--- config.mk ---
export PLATFORM = sky130hd
export DESIGN_NAME = alu_arbiter
export DESIGN_NICKNAME = d
export VERILOG_FILES = /design/src/rtl/alu_arbiter.sv
export SDC_FILE = /design/constraint.sdc
export NUM_CORES = 1
export LEC_CHECK = 0
export CORE_MARGIN = 3
export CORE_UTILIZATION = 37
export CTS_CLUSTER_SIZE = 40
export DETAILED_ROUTE_END_ITERATION = 16
export PLACE_DENSITY = 0.85
export SYNTH_ARGS = -nofsm -noshare
export SYNTH_HDL_FRONTEND = slang
export SYNTH_SLANG_ARGS = --single-unit
--- constraint.sdc ---
create_clock -name clk -period 1.97 [get_ports clk]
set_clock_uncertainty 0.2 [all_clocks]
set_input_delay 0.394 -clock clk [delete_from_list [all_inputs] [get_ports clk]]
set_output_delay 0.394 -clock clk [all_outputs]
set_load 0.01 [all_outputs]
--- src/rtl/alu_arbiter.sv ---
// Two-requester round-robin front end for a shared external ALU.
// One operation in flight: IDLE grants and issues, EXEC samples the ALU, RESP holds the response.
module alu_arbiter #(
  parameter int DATA_W = 16
) (
  input  logic              clk,
  input  logic              rst_n,
  input  logic              req0,
  input  logic [2:0]        op0,
  input  logic [DATA_W-1:0] a0,
  input  logic [DATA_W-1:0] b0,
  input  logic              req1,
  input  logic [2:0]        op1,
  input  logic [DATA_W-1:0] a1,
  input  logic [DATA_W-1:0] b1,
  output logic              gnt0,
  output logic              gnt1,
  output logic              rsp_valid,
  input  logic              rsp_ready,
  output logic              rsp_id,
  output logic [DATA_W-1:0] rsp_result,
  output logic              rsp_err,
  output logic [2:0]        flags,
  output logic [DATA_W-1:0] alu_operand1,
  output logic [DATA_W-1:0] alu_operand2,
  output logic [2:0]        alu_operation,
  output logic [2:0]        alu_flags_in,
  input  logic [DATA_W-1:0] alu_result,
  input  logic [2:0]        alu_flags_out
);

  typedef enum logic [1:0] {
    ST_IDLE = 2'd0,
    ST_EXEC = 2'd1,
    ST_RESP = 2'd2
  } state_t;

  state_t              state_q, state_d;
  logic                last_q, last_d;
  logic [2:0]          op_q, op_d;
  logic [DATA_W-1:0]   a_q, a_d;
  logic [DATA_W-1:0]   b_q, b_d;
  logic                id_q, id_d;
  logic [DATA_W-1:0]   rsp_result_q, rsp_result_d;
  logic                rsp_id_q, rsp_id_d;
  logic                rsp_err_q, rsp_err_d;
  logic [2:0]          flags_q, flags_d;
  logic                gnt0_c, gnt1_c;
  logic                res_zero;

  assign res_zero = (alu_result == {DATA_W{1'b0}});

  // State register and all datapath flops
  always_ff @(posedge clk) begin
    if (!rst_n) begin
      state_q      <= ST_IDLE;
      last_q       <= 1'b1;
      op_q         <= 3'b000;
      a_q          <= {DATA_W{1'b0}};
      b_q          <= {DATA_W{1'b0}};
      id_q         <= 1'b0;
      rsp_result_q <= {DATA_W{1'b0}};
      rsp_id_q     <= 1'b0;
      rsp_err_q    <= 1'b0;
      flags_q      <= 3'b000;
    end else begin
      state_q      <= state_d;
      last_q       <= last_d;
      op_q         <= op_d;
      a_q          <= a_d;
      b_q          <= b_d;
      id_q         <= id_d;
      rsp_result_q <= rsp_result_d;
      rsp_id_q     <= rsp_id_d;
      rsp_err_q    <= rsp_err_d;
      flags_q      <= flags_d;
    end
  end

  // Round-robin grant; last_q names the requester granted most recently
  always_comb begin
    gnt0_c = 1'b0;
    gnt1_c = 1'b0;
    if (state_q == ST_IDLE) begin
      if (req0 && req1) begin
        if (last_q) begin
          gnt0_c = 1'b1;
        end else begin
          gnt1_c = 1'b1;
        end
      end else if (req0) begin
        gnt0_c = 1'b1;
      end else if (req1) begin
        gnt1_c = 1'b1;
      end else begin
        gnt0_c = 1'b0;
      end
    end else begin
      gnt0_c = 1'b0;
    end
  end

  // Next-state logic
  always_comb begin
    state_d = state_q;
    case (state_q)
      ST_IDLE: begin
        if (gnt0_c || gnt1_c) begin
          state_d = ST_EXEC;
        end else begin
          state_d = ST_IDLE;
        end
      end
      ST_EXEC: state_d = ST_RESP;
      ST_RESP: begin
        if (rsp_ready) begin
          state_d = ST_IDLE;
        end else begin
          state_d = ST_RESP;
        end
      end
      default: state_d = ST_IDLE;
    endcase
  end

  // Issue capture on grant, response and flag update at the end of EXEC
  always_comb begin
    last_d       = last_q;
    op_d         = op_q;
    a_d          = a_q;
    b_d          = b_q;
    id_d         = id_q;
    rsp_result_d = rsp_result_q;
    rsp_id_d     = rsp_id_q;
    rsp_err_d    = rsp_err_q;
    flags_d      = flags_q;
    if (gnt0_c) begin
      op_d   = op0;
      a_d    = a0;
      b_d    = b0;
      id_d   = 1'b0;
      last_d = 1'b0;
    end else if (gnt1_c) begin
      op_d   = op1;
      a_d    = a1;
      b_d    = b1;
      id_d   = 1'b1;
      last_d = 1'b1;
    end else begin
      last_d = last_q;
    end
    if (state_q == ST_EXEC) begin
      rsp_id_d  = id_q;
      rsp_err_d = 1'b0;
      case (op_q)
        3'b000: begin
          rsp_result_d = alu_result;
          flags_d      = {alu_result[DATA_W-1], res_zero, alu_flags_out[0]};
        end
        3'b001: begin
          rsp_result_d = {DATA_W{1'b0}};
          flags_d      = {flags_q[2:1], 1'b1};
        end
        3'b010, 3'b011, 3'b100, 3'b101, 3'b110: begin
          rsp_result_d = alu_result;
          flags_d      = {alu_result[DATA_W-1], res_zero, flags_q[0]};
        end
        default: begin
          // Illegal opcode: ALU output is discarded and flags are left alone
          rsp_result_d = {DATA_W{1'b0}};
          rsp_err_d    = 1'b1;
          flags_d      = flags_q;
        end
      endcase
    end else begin
      rsp_id_d = rsp_id_q;
    end
  end

  // Output decode
  always_comb begin
    gnt0          = gnt0_c;
    gnt1          = gnt1_c;
    rsp_valid     = (state_q == ST_RESP);
    rsp_id        = rsp_id_q;
    rsp_result    = rsp_result_q;
    rsp_err       = rsp_err_q;
    flags         = flags_q;
    alu_operand1  = a_q;
    alu_operand2  = b_q;
    alu_operation = op_q;
    alu_flags_in  = flags_q;
  end

endmodule

==> results of run 1 <==
stage by stage:
step | util | power, mW | worst slack, ns
4_1_cts | 0.668 | 3.61 | 0.00891
3_3_place_gp | 0.635 | 2.37 | -0.506
5_1_grt | 0.669 | 3.76 | 0.00253
2_1_floorplan | - | 1.86 | 0.440
3_5_place_dp | 0.635 | 2.39 | -0.526
6_report | 0.669 | 3.57 | 0.0625
worst register-to-register path: cells and delay by family (launching register included):
kind	cells	cell delay (ns)
compound gates	1	0.19
simple gates	3	0.45
flops	1	0.35
buf+inv	2	0.40
routing by layer:
layer / global-route usage / share of wire
met1: 0.209 / 0.40
met2: 0.332 / 0.48
met3: 0.0773 / 0.10
met4: 0.0838 / 0.018
met5: 0 / 0
area by class of cell:
type,count,area (um^2),share of cell area
clock buffers,11,141,0.0327
flip-flops and latches,60,1210,0.279
clock inverters,5,75.1,0.0174
repair buffers,166,1640,0.380
well taps,77,96.3,0.0223
inverters,1,8.76,0.00203
multi-input cells,214,1150,0.266
cell usage after synthesis (all sizes together) (2+ instances only):
master  count
a21boi      2
a21oi       2
a22oi      16
a31oi      35
buf        22
clkbuf      5
dfxtp      60
nand2      80
nand2b      2
nand4       2
nor2        3
nor2b      20
nor3        3
o21a        3
o21ai      37
state kept, by name, indices dropped and copies added, names as in the netlist:
name,flops
state_q,2
id_q,1
alu_operand2,16
alu_operation,3
alu_operand1,16
last_q,1
rsp_id,1
rsp_result,16
rsp_err,1
alu_flags_in,3
what timing repair did:
| item | CTS | global route |
|---|---|---|
| pin swaps | 0 | 1 |
| endpoints found under the setup margin | 3 | 3 |
| resized for setup | 11 | 4 |
| gates cloned | 0 | 0 |
cells in the final DEF (no fill, tap or decap), types with 2 or more instances in the layout:
master	n
a22oi_1	16
buf_4	11
clkinv_2	3
o21ai_1	7
nand2b_1	2
clkdlybuf4s50_1	147
o21a_1	2
buf_12	2
bufinv_16	2
nand4_1	2
nor2b_1	20
buf_2	2
nor3_1	2
a31oi_1	35
dfxtp_1	56
nor2_1	2
o21ai_0	30
dlygate4sd2_1	3
a21boi_1	2
dfxtp_2	4
clkbuf_8	10
nand2_1	79
where the power goes:
part	total, mW	internal, mW	switching (mW)
logic	0.942	0.530	0.412
clock network	1.21	0.741	0.472
registers	1.42	1.34	0.0730
how the worst min path moves through the flow:
stage | start | to | slack [ns] | cells after the start
global placement | rsp_err | rsp_err | 0.24 | 2
detailed placement | rsp_err | rsp_err | 0.25 | 2
global route | id_q | rsp_id | 0.29 | 2
finish | rsp_err | rsp_err | 0.26 | 2
floorplan | id_q | rsp_id | 0.23 | 2
CTS | rsp_err | rsp_err | 0.26 | 2
logic make-up (layout without fill, tap and decap cells):
family / count (synthesis) / count (layout) / synth area share
AND/OR/NAND/NOR: 116 / 116 / 0.216
AO/OA/AOI/OAI: 97 / 97 / 0.234
flip-flops: 60 / 60 / 0.476
buffers and inverters: 28 / 183 / 0.0700
XOR/XNOR: 1 / 1 / 0.00347
==> results.md, run 1 <==
* Status: finished, final reports clean
* Cell Rows at 29
* Post-CTS setup buffers at 0
* Buffers added on ports at between 150 and 200
* CTS tree: yes
* Setup TNS at 0 ns
* Yosys reg bits at 60
* Post-DP HPWL at between 5 and 6 mm
* Critical path depth at 5
* RR Endpoint: alu_operation[1]
* GRT overflow at 0
* Final setup viols at 0
* Die span in x at between 80 and 90 um
* Internal reg-to-reg setup slack at 0.31 ns
* Wirelength per Cell at about 15 um
* Post-Layout Cell Count at 534
* Final period util at 0.968
* First-pass GRT wire length at roughly 12 mm
* Pwr Density at around 830 nW/um^2
* Synth area leaders: dfxtp_1 (48%), nand2_1 (12%), a31oi_1 (8.7%)
* Critical Path Start Type: input port
* Number of synthesized flops with an enable pin at 0
* Achievable Freq at about 520 MHz
* Distinct cell type count after synthesis at 32
* Synth warn at 0
* RSZ-0062 raised after global routing: false
* TritonRoute pass-1 iters at 4
* Period minus WS final at 1.91 ns
* Syn Area/Cell at between 8 and 9 um^2
* Slowest cell on the critical path: dlygate4sd2_1
* Worst-path cell chain: dlygate4sd2_1, nor3b_4, nand2_4, inv_6, clkdlybuf4s15_2
* CTS Sinks at 60
* Crit path kind: in -> out
* Antenna diodes at 0
* Proportion of layout cells with a drive suffix above 1 at 0.0919
* Worst Reg-to-Reg Cells at 6
* Clock transition at path regs at 0.06 ns
* Delay-heaviest family, CP: buffers and inverters
* CP bufs+invs at 3
* Fin. Hold Viols at 0
* Hold WC Path Type: reg -> reg
* Syn nets at between 300 and 400
* Number of max-cap violations at 0
* Routed WL at just under 8 mm
* DIE AREA at ~7800 um^2
* CP max FO at 4
* Hold Slack at 0.255 ns
* R2r startpoint: state_q[0]
* Vias per cell at 5.08
* Worst-Skew Late Latency at ~0.32 ns
* Yosys top cell by area: dfxtp_1
* P&R area growth vs syn at 71.3%
* CTS max path bufs at 2
* Slew HR at 0.745
* Crit path launch: req0
* Initial Util at 0.390
* Detail Route Antenna Nets at 0
* Crit path DAT at 1.31 ns
* Area fraction of the dominant cell type after synthesis at 0.476
* Fill cell count at between 500 and 600
* Post-CTS Hold Buffers at 0
* Fin nets at between 500 and 600
* Ports at 156
* VDD IR-drop max at slightly below 0.6 mV
* DP Area at between 4000 and 5000 um^2
* H-tree levels at 3
* Post-Synthesis Cells at between 300 and 400
* Inserted Clock Buffers at 9
* Async set-reset flop share out of synthesis at 0
* Main synth FF type: dfxtp_1
* Drt initial violations at around 110
* Overall Global Routing Usage at 0.193
* Clk Tree Root Cell: clkbuf_8
* Required @ worst endpoint at between 1 and 1.5 ns
* Crit path capture type: output pin
* Lkg Pwr at 1.66 nW
* Pins over their slew limit at 0
* Placed Instances at 518
* DRC viols at 0
* Via count at between 2000 and 3000
* Core ar. at between 6000 and 7000 um^2
* Seq/Total Area, Yosys at 0.476
* Worst-margin pin slew at 0.382 ns
* Number of global-route vias before repair at approximately 2600
* Largest net degree at the start of global routing at 43
* Routability cong. at about 0.8
* Initial antenna violation count at 0
* Die Height at between 80 and 90 um
* Post-Syn Area at 2520 um^2
* Fin area at roughly 4300 um^2
* CP max stage delay at 0.27 ns
* CP endpoint: gnt0
Note: power is estimated with default switching activity, not from simulation.
==> run 2: changes to the inputs <==
--- a/config.mk
+++ b/config.mk
@@ -9,6 +9,7 @@
 export CORE_UTILIZATION = 37
 export CTS_CLUSTER_SIZE = 40
 export DETAILED_ROUTE_END_ITERATION = 16
+export HOLD_SLACK_MARGIN = 0.1
 export PLACE_DENSITY = 0.85
 export SYNTH_ARGS = -nofsm -noshare
 export SYNTH_HDL_FRONTEND = slang
==> constraint.sdc (replaced) <==
create_clock -name clk -period 1.97 [get_ports clk]
set_clock_uncertainty 0.2 [all_clocks]
set_input_delay 0.4925 -clock clk [delete_from_list [all_inputs] [get_ports clk]]
set_output_delay 0.4925 -clock clk [all_outputs]
set_load 0.01 [all_outputs]
==> run 2 against run 1 <==
Hold slack improved by 0.0031 ns. Design area up 0.75%. Largest cell class unchanged. Critical endpoint unchanged. Largest power group unchanged. Wire length is 0.41% higher. Utilization up 0.50 points. Highest routed layer unchanged.
==> results.md, run 2 (synthesis gave the netlist of run 1 again) <==
* Placed Instances at 525 (+1.4%)
* Worst hold endpoint: rsp_id
* First-pass GRT wire length at 11.8 mm (unchanged)
* Number of global-route vias before repair at 2620 (+0.89%)
* Required @ worst endpoint at 1.28 ns (-0.10 ns)
* Achievable Freq at 523 MHz (-0.33%)
* Fin. Hold Viols at 0 (unchanged)
* H-tree levels at 3 (unchanged)
* Wirelength per Cell at 14.5 um (-0.52%)
* RR Endpoint: alu_operand2[11]
* Crit path kind: in -> out
* Clk Tree Root Cell: clkbuf_8
* Vias per cell at 5.19 (+2.1%)
* Cell Rows at 29 (unchanged)
* Initial Util at 0.390 (unchanged)
* Crit path capture type: output pin
* Via count at 2796 (+3.1%)
* DIE AREA at 7840 um^2 (unchanged)
* Crit path DAT at 1.22 ns (-0.09 ns)
* Post-CTS Hold Buffers at 0 (unchanged)
* Final setup viols at 0 (unchanged)
* Overall Global Routing Usage at 0.193 (-0.000200)
* R2r startpoint: state_q[0]
* Core ar. at 6460 um^2 (unchanged)
* Commonest cells after routing, fill and taps aside: clkdlybuf4s50_1 (142), nand2_1 (79), dfxtp_1 (58), a31oi_1 (35), o21ai_0 (30)
* Hold_sp: id_q
* Post-DP HPWL at 5.79 mm (+0.78%)
* Hold WC Path Type: reg -> reg
* Number of max-cap violations at 0 (unchanged)
* VDD IR-drop max at 0.464 mV (-21%)
* Pwr Total at 3.46 mW (-3.3%)
* CTS Sinks at 60 (unchanged)
* Delay-heaviest family, CP: buffers and inverters
* GRT overflow at 0 (unchanged)
* Post-Layout Cell Count at 539 (+0.94%)
* Fin nets at 553 (+1.3%)
* Largest net degree at the start of global routing at 36 (-16%)
* Die span in x at 88.5 um (unchanged)
* Die Height at 88.5 um (unchanged)
* CP max stage delay at 0.25 ns (-0.02 ns)
* Slowest cell on the critical path: nor3b_4
* Clock transition at path regs at 0.06 ns (about the same)
* DRC viols at 0 (unchanged)
* P&R area growth vs syn at 72.6%
* DP Area at 4150 um^2 (+1.3%)
* Status: finished, final reports clean
* Fin area at 4350 um^2 (+0.75%)
* TritonRoute pass-1 iters at 4 (unchanged)
* Routed WL at 7.84 mm (+0.41%)
* Drt initial violations at 108 (-2.7%)
* Fill cell count at 534 (-3.8%)
* Period minus WS final at 1.91 ns (+0.00631 ns)
* Ports at 156 (unchanged)
* Slew HR at 0.754 (+0.00854)
* Worst-margin pin slew at 0.369 ns (-0.0128 ns)
* Final period util at 0.971 (+0.00320)
* Initial antenna violation count at 0 (unchanged)
* Internal reg-to-reg setup slack at 0.30 ns (about the same)
* Pins over their slew limit at 0 (unchanged)
* Buffers added on ports at 153 (unchanged)
* Worst-Skew Late Latency at 0.32 ns (about the same)
* Routability cong. at 0.790 (-0.93%)
* Most common cell after layout, fill and taps aside: clkdlybuf4s50_1
* CP bufs+invs at 3 (unchanged)
* Critical Path Start Type: input port
* Worst-path cell chain: clkdlybuf4s15_2, nor3b_4, nand2_4, inv_6, buf_4
* CTS tree: yes
* Hold depth at 2 (unchanged)
* Pwr Density at 794 nW/um^2 (-4.0%)
* Proportion of layout cells with a drive suffix above 1 at 0.0996 (+0.00766)
* Post-CTS setup buffers at 0 (unchanged)
* CP max FO at 4 (unchanged)
* CTS max path bufs at 2 (unchanged)
* Inserted Clock Buffers at 9 (unchanged)
* Antenna diodes at 0 (unchanged)
* Worst Reg-to-Reg Cells at 6 (unchanged)
* Detail Route Antenna Nets at 0 (unchanged)
* Lkg Pwr at 1.74 nW (+5.1%)
* RSZ-0062 raised after global routing: false
-- run 2: stage by stage --
| stage | worst slack, ns | hold WS [ns] | setup TNS [ns] | utilization |
|---|---|---|---|---|
| 2_1_floorplan | 0.243 | 0.226 | 0 | - |
| 3_3_place_gp | -0.715 | 0.240 | -11.91 | 0.643 |
| 6_report | 0.0562 | 0.258 | 0 | 0.674 |
| 4_1_cts | 0.00282 | 0.263 | 0 | 0.671 |
| 3_5_place_dp | -0.718 | 0.249 | -12.90 | 0.643 |
| 5_1_grt | 0.00306 | 0.281 | 0 | 0.674 |
-- run 2: power breakdown --
group / internal (mW) / switching (mW) / total (mW)
registers: 1.34 / 0.0649 / 1.41
clock network: 0.638 / 0.438 / 1.08
logic: 0.547 / 0.424 / 0.972
total: 2.53 / 0.928 / 3.46
-- run 2: area by class of cell --
cell class | count | area, um^2 | area share
Timing Repair Buffer | 173 | 1700 | 0.391
Sequential cell | 60 | 1200 | 0.277
Multi-Input combinational cell | 214 | 1150 | 0.264
Clock buffer | 12 | 155 | 0.0357
Tap cell | 77 | 96.3 | 0.0221
Clock inverter | 2 | 35.0 | 0.00805
Inverter | 1 | 8.76 | 0.00201
-- run 2: what timing repair did --
item	CTS	global route
endpoints found under the setup margin	12	7
resized for setup	16	7
pin swaps	1	1
-- run 2: worst reg2reg max path: cells and delay by family (launching register included) --
family,cells,cell delay (ns)
AOI/OAI and AO/OA,1,0.20
DFF,1,0.34
and+or+nand+nor,3,0.45
buffers and inverters,2,0.38
-- run 2: worst max path at each step --
stage	startpoint	to	cells past startpoint
3_3_place_gp	req0	gnt0	5
6_report	req0	gnt0	5
3_5_place_dp	req0	gnt0	5
4_1_cts	alu_flags_in[0]	flags[0]	1
5_1_grt	rsp_result[6]	rsp_result[6]	1
2_1_floorplan	req0	gnt0	4
-- run 2: per-layer routing --
| metal | wire length [um] | track usage |
|---|---|---|
| met3 | 850 | 0.0698 |
| met4 | 174 | 0.0879 |
| met1 | 3020 | 0.206 |
| met5 | 0 | 0 |
| met2 | 3800 | 0.338 |
==> run 3: changes to the inputs <==
--- a/config.mk
+++ b/config.mk
@@ -10,7 +10,7 @@
 export CTS_CLUSTER_SIZE = 40
 export DETAILED_ROUTE_END_ITERATION = 16
 export HOLD_SLACK_MARGIN = 0.1
-export PLACE_DENSITY = 0.85
+export PLACE_DENSITY = 0.8
 export SYNTH_ARGS = -nofsm -noshare
 export SYNTH_HDL_FRONTEND = slang
 export SYNTH_SLANG_ARGS = --single-unit
==> run 3 against run 2 <==
Utilization down 0.12 points. Combinational power down 1%. Clock power down 6%. Global-route usage up 0.24 points. Hold slack worse by 0.0043 ns. Largest cell class unchanged. Setup slack worse by 0.0025 ns.
==> results.md, run 3 (synthesis gave the netlist of run 1 again) <==
* Status: finished, final reports clean
* DIE AREA at 7840 um^2 (unchanged)
* Via count at 2688 (-3.9%)
* RR Endpoint: alu_operand2[4]
* GRT overflow at 0 (unchanged)
* P&R area growth vs syn at 72.3%
* CP max FO at 3 (-1)
* Final setup margin at 0.0537 ns (-0.00246 ns)
* Clk Tree Root Cell: clkbuf_8
* VDD IR-drop max at 0.360 mV (-22%)
* Worst Reg-to-Reg Cells at 6 (unchanged)
* Achievable Freq at 522 MHz (-0.13%)
* Pwr Density at 782 nW/um^2 (-1.6%)
* Proportion of layout cells with a drive suffix above 1 at 0.102 (+0.00216)
* Hold_sp: id_q
* Number of max-cap violations at 0 (unchanged)
* Antenna diodes at 0 (unchanged)
* Vias per cell at 4.99 (-3.9%)
* Detail Route Antenna Nets at 0 (unchanged)
* Most common cell after layout, fill and taps aside: clkdlybuf4s50_1
* Initial Util at 0.390 (unchanged)
* Worst-path cell chain: clkdlybuf4s50_1
* Core ar. at 6460 um^2 (unchanged)
* Delay-heaviest family, CP: buffers and inverters
* Crit path capture type: output pin
* Slowest cell on the critical path: clkdlybuf4s50_1
* Worst-Skew Late Latency at 0.32 ns (about the same)
* Final Core Density at 0.672 (-0.00116)
* Internal reg-to-reg setup slack at 0.32 ns (+0.02 ns)
* Routability cong. at 0.747 (-5.4%)
* Crit path launch: alu_flags_in[0]
* Final setup viols at 0 (unchanged)
* Final period util at 0.973 (+0.00125)
* Pwr Total at 3.40 mW (-1.8%)
* Required @ worst endpoint at 1.28 ns (about the same)
* CP max stage delay at 0.54 ns (+0.29 ns)
* Period minus WS final at 1.92 ns (+0.00246 ns)
* Crit path DAT at 1.22 ns (about the same)
* Fin. Hold Viols at 0 (unchanged)
* GR Layer Usage met2 at 0.354 (+0.0163)
* Critical path depth at 1 (-4)
* Commonest cells after routing, fill and taps aside: clkdlybuf4s50_1 (142), nand2_1 (79), dfxtp_1 (57), a31oi_1 (35), o21ai_0 (30)
* DRC viols at 0 (unchanged)
* Gr busiest metal: met2
* TritonRoute pass-1 iters at 4 (unchanged)
* Largest net degree at the start of global routing at 45 (+25%)
* FF+latch area at 1200 um^2 (+0.10%)
* Overall Global Routing Usage at 0.195 (+0.00236)
* CTS tree: yes
* Initial antenna violation count at 0 (unchanged)
* Slew HR at 0.757 (+0.00293)
* Worst hold endpoint: rsp_id
* Post-DP HPWL at 5.77 mm (-0.41%)
* Buffers added on ports at 153 (unchanged)
* Cell Rows at 29 (unchanged)
* RSZ-0062 raised after global routing: false
* R2r startpoint: state_q[0]
* Number of global-route vias before repair at 2575 (-1.7%)
* Hold WC Path Type: reg -> reg
* Fin area at 4340 um^2 (-0.17%)
* Fin nets at 552 (-0.18%)
* Pins over their slew limit at 0 (unchanged)
* CP bufs+invs at 1 (-2)
* Worst-margin pin slew at 0.365 ns (-0.00439 ns)
* Die Height at 88.5 um (unchanged)
* Critical Path Start Type: flop
* Die span in x at 88.5 um (unchanged)
* Clock transition at path regs at 0.06 ns (about the same)
* Drt initial violations at 127 (+18%)
* Fill cell count at 546 (+2.2%)
* Inserted Clock Buffers at 9 (unchanged)
* Routed WL at 7.80 mm (-0.59%)
* Lkg Pwr at 1.73 nW (-0.79%)
* Area of the multi-input gates at 1150 um^2 (unchanged)
* Post-CTS Hold Buffers at 0 (unchanged)
* Hold depth at 2 (unchanged)
* H-tree levels at 3 (unchanged)
* CTS Sinks at 60 (unchanged)
* Wirelength per Cell at 14.5 um (-0.59%)
* Worst slack, placed at -0.662 ns (+0.0557 ns)
* Crit path kind: reg -> out
* First-pass GRT wire length at 11.8 mm (+0.24%)
* CTS max path bufs at 2 (unchanged)
* DP Area at 4150 um^2 (about the same)
* Met1 Usage GRT at 0.207 (+0.000690)
* GR Layer Usage met3 at 0.0829 (+0.0130)
* Ports at 156 (unchanged)
-- run 3: changes by cell type in the layout (fill, tap and decap cells not counted), sizes merged --
cell           previous run  this run
buf                      23        22
clkbuf                   12        15
clkdlybuf4s15             2         0
dlymetal6s2s              4         3
dlygate4sd2               2         4
bufinv                    1         0
-- run 3: through the flow --
step                      setup TNS (ns)  hold WS [ns]  instances
after floorplan                        0         0.226        302
after detailed placement          -11.20         0.245        523
after global routing                   0         0.269        539
final                                  0         0.254        539
after global placement            -10.50         0.240        523
after CTS                              0         0.256        539
-- run 3: layer usage --
layer  routed length (um)  share of wire  up-vias
li1                     -              -     1365
met2                 3840           0.49      116
met5                    0              0        -
met3                  855           0.11       16
met1                 2980           0.38     1191
met4                  111          0.014        0
-- run 3: power by group --
group	internal (mW)	total [mW]	switching [mW]
Combinational	0.543	0.961	0.417
Sequential	1.34	1.41	0.0690
Clock	0.586	1.02	0.436
Total	2.47	3.40	0.922
-- run 3: area by class of cell --
class / instances / share of cell area
Clock buffer: 14 / 0.0421
Clock inverter: 1 / 0.00115
Inverter: 1 / 0.00202
Multi-Input combinational cell: 214 / 0.264
Sequential cell: 60 / 0.277
Tap cell: 77 / 0.0222
Timing Repair Buffer: 172 / 0.391
-- run 3: how the worst max path moves through the flow --
stage                        to  slack [ns]
6_report        alu_flags_in[0]        0.05
5_1_grt         alu_flags_in[0]       0.003
4_1_cts        alu_operation[0]       0.008
3_5_place_dp               gnt0       -0.66
3_3_place_gp               gnt0       -0.67
2_1_floorplan              gnt0        0.24
-- run 3: timing repair --
action	in CTS	in global routing
endpoints found under the setup margin	6	6
gates resized for setup	15	8
pin swaps	1	2
setup buffers	1	0
hold endpoints to repair	0	0
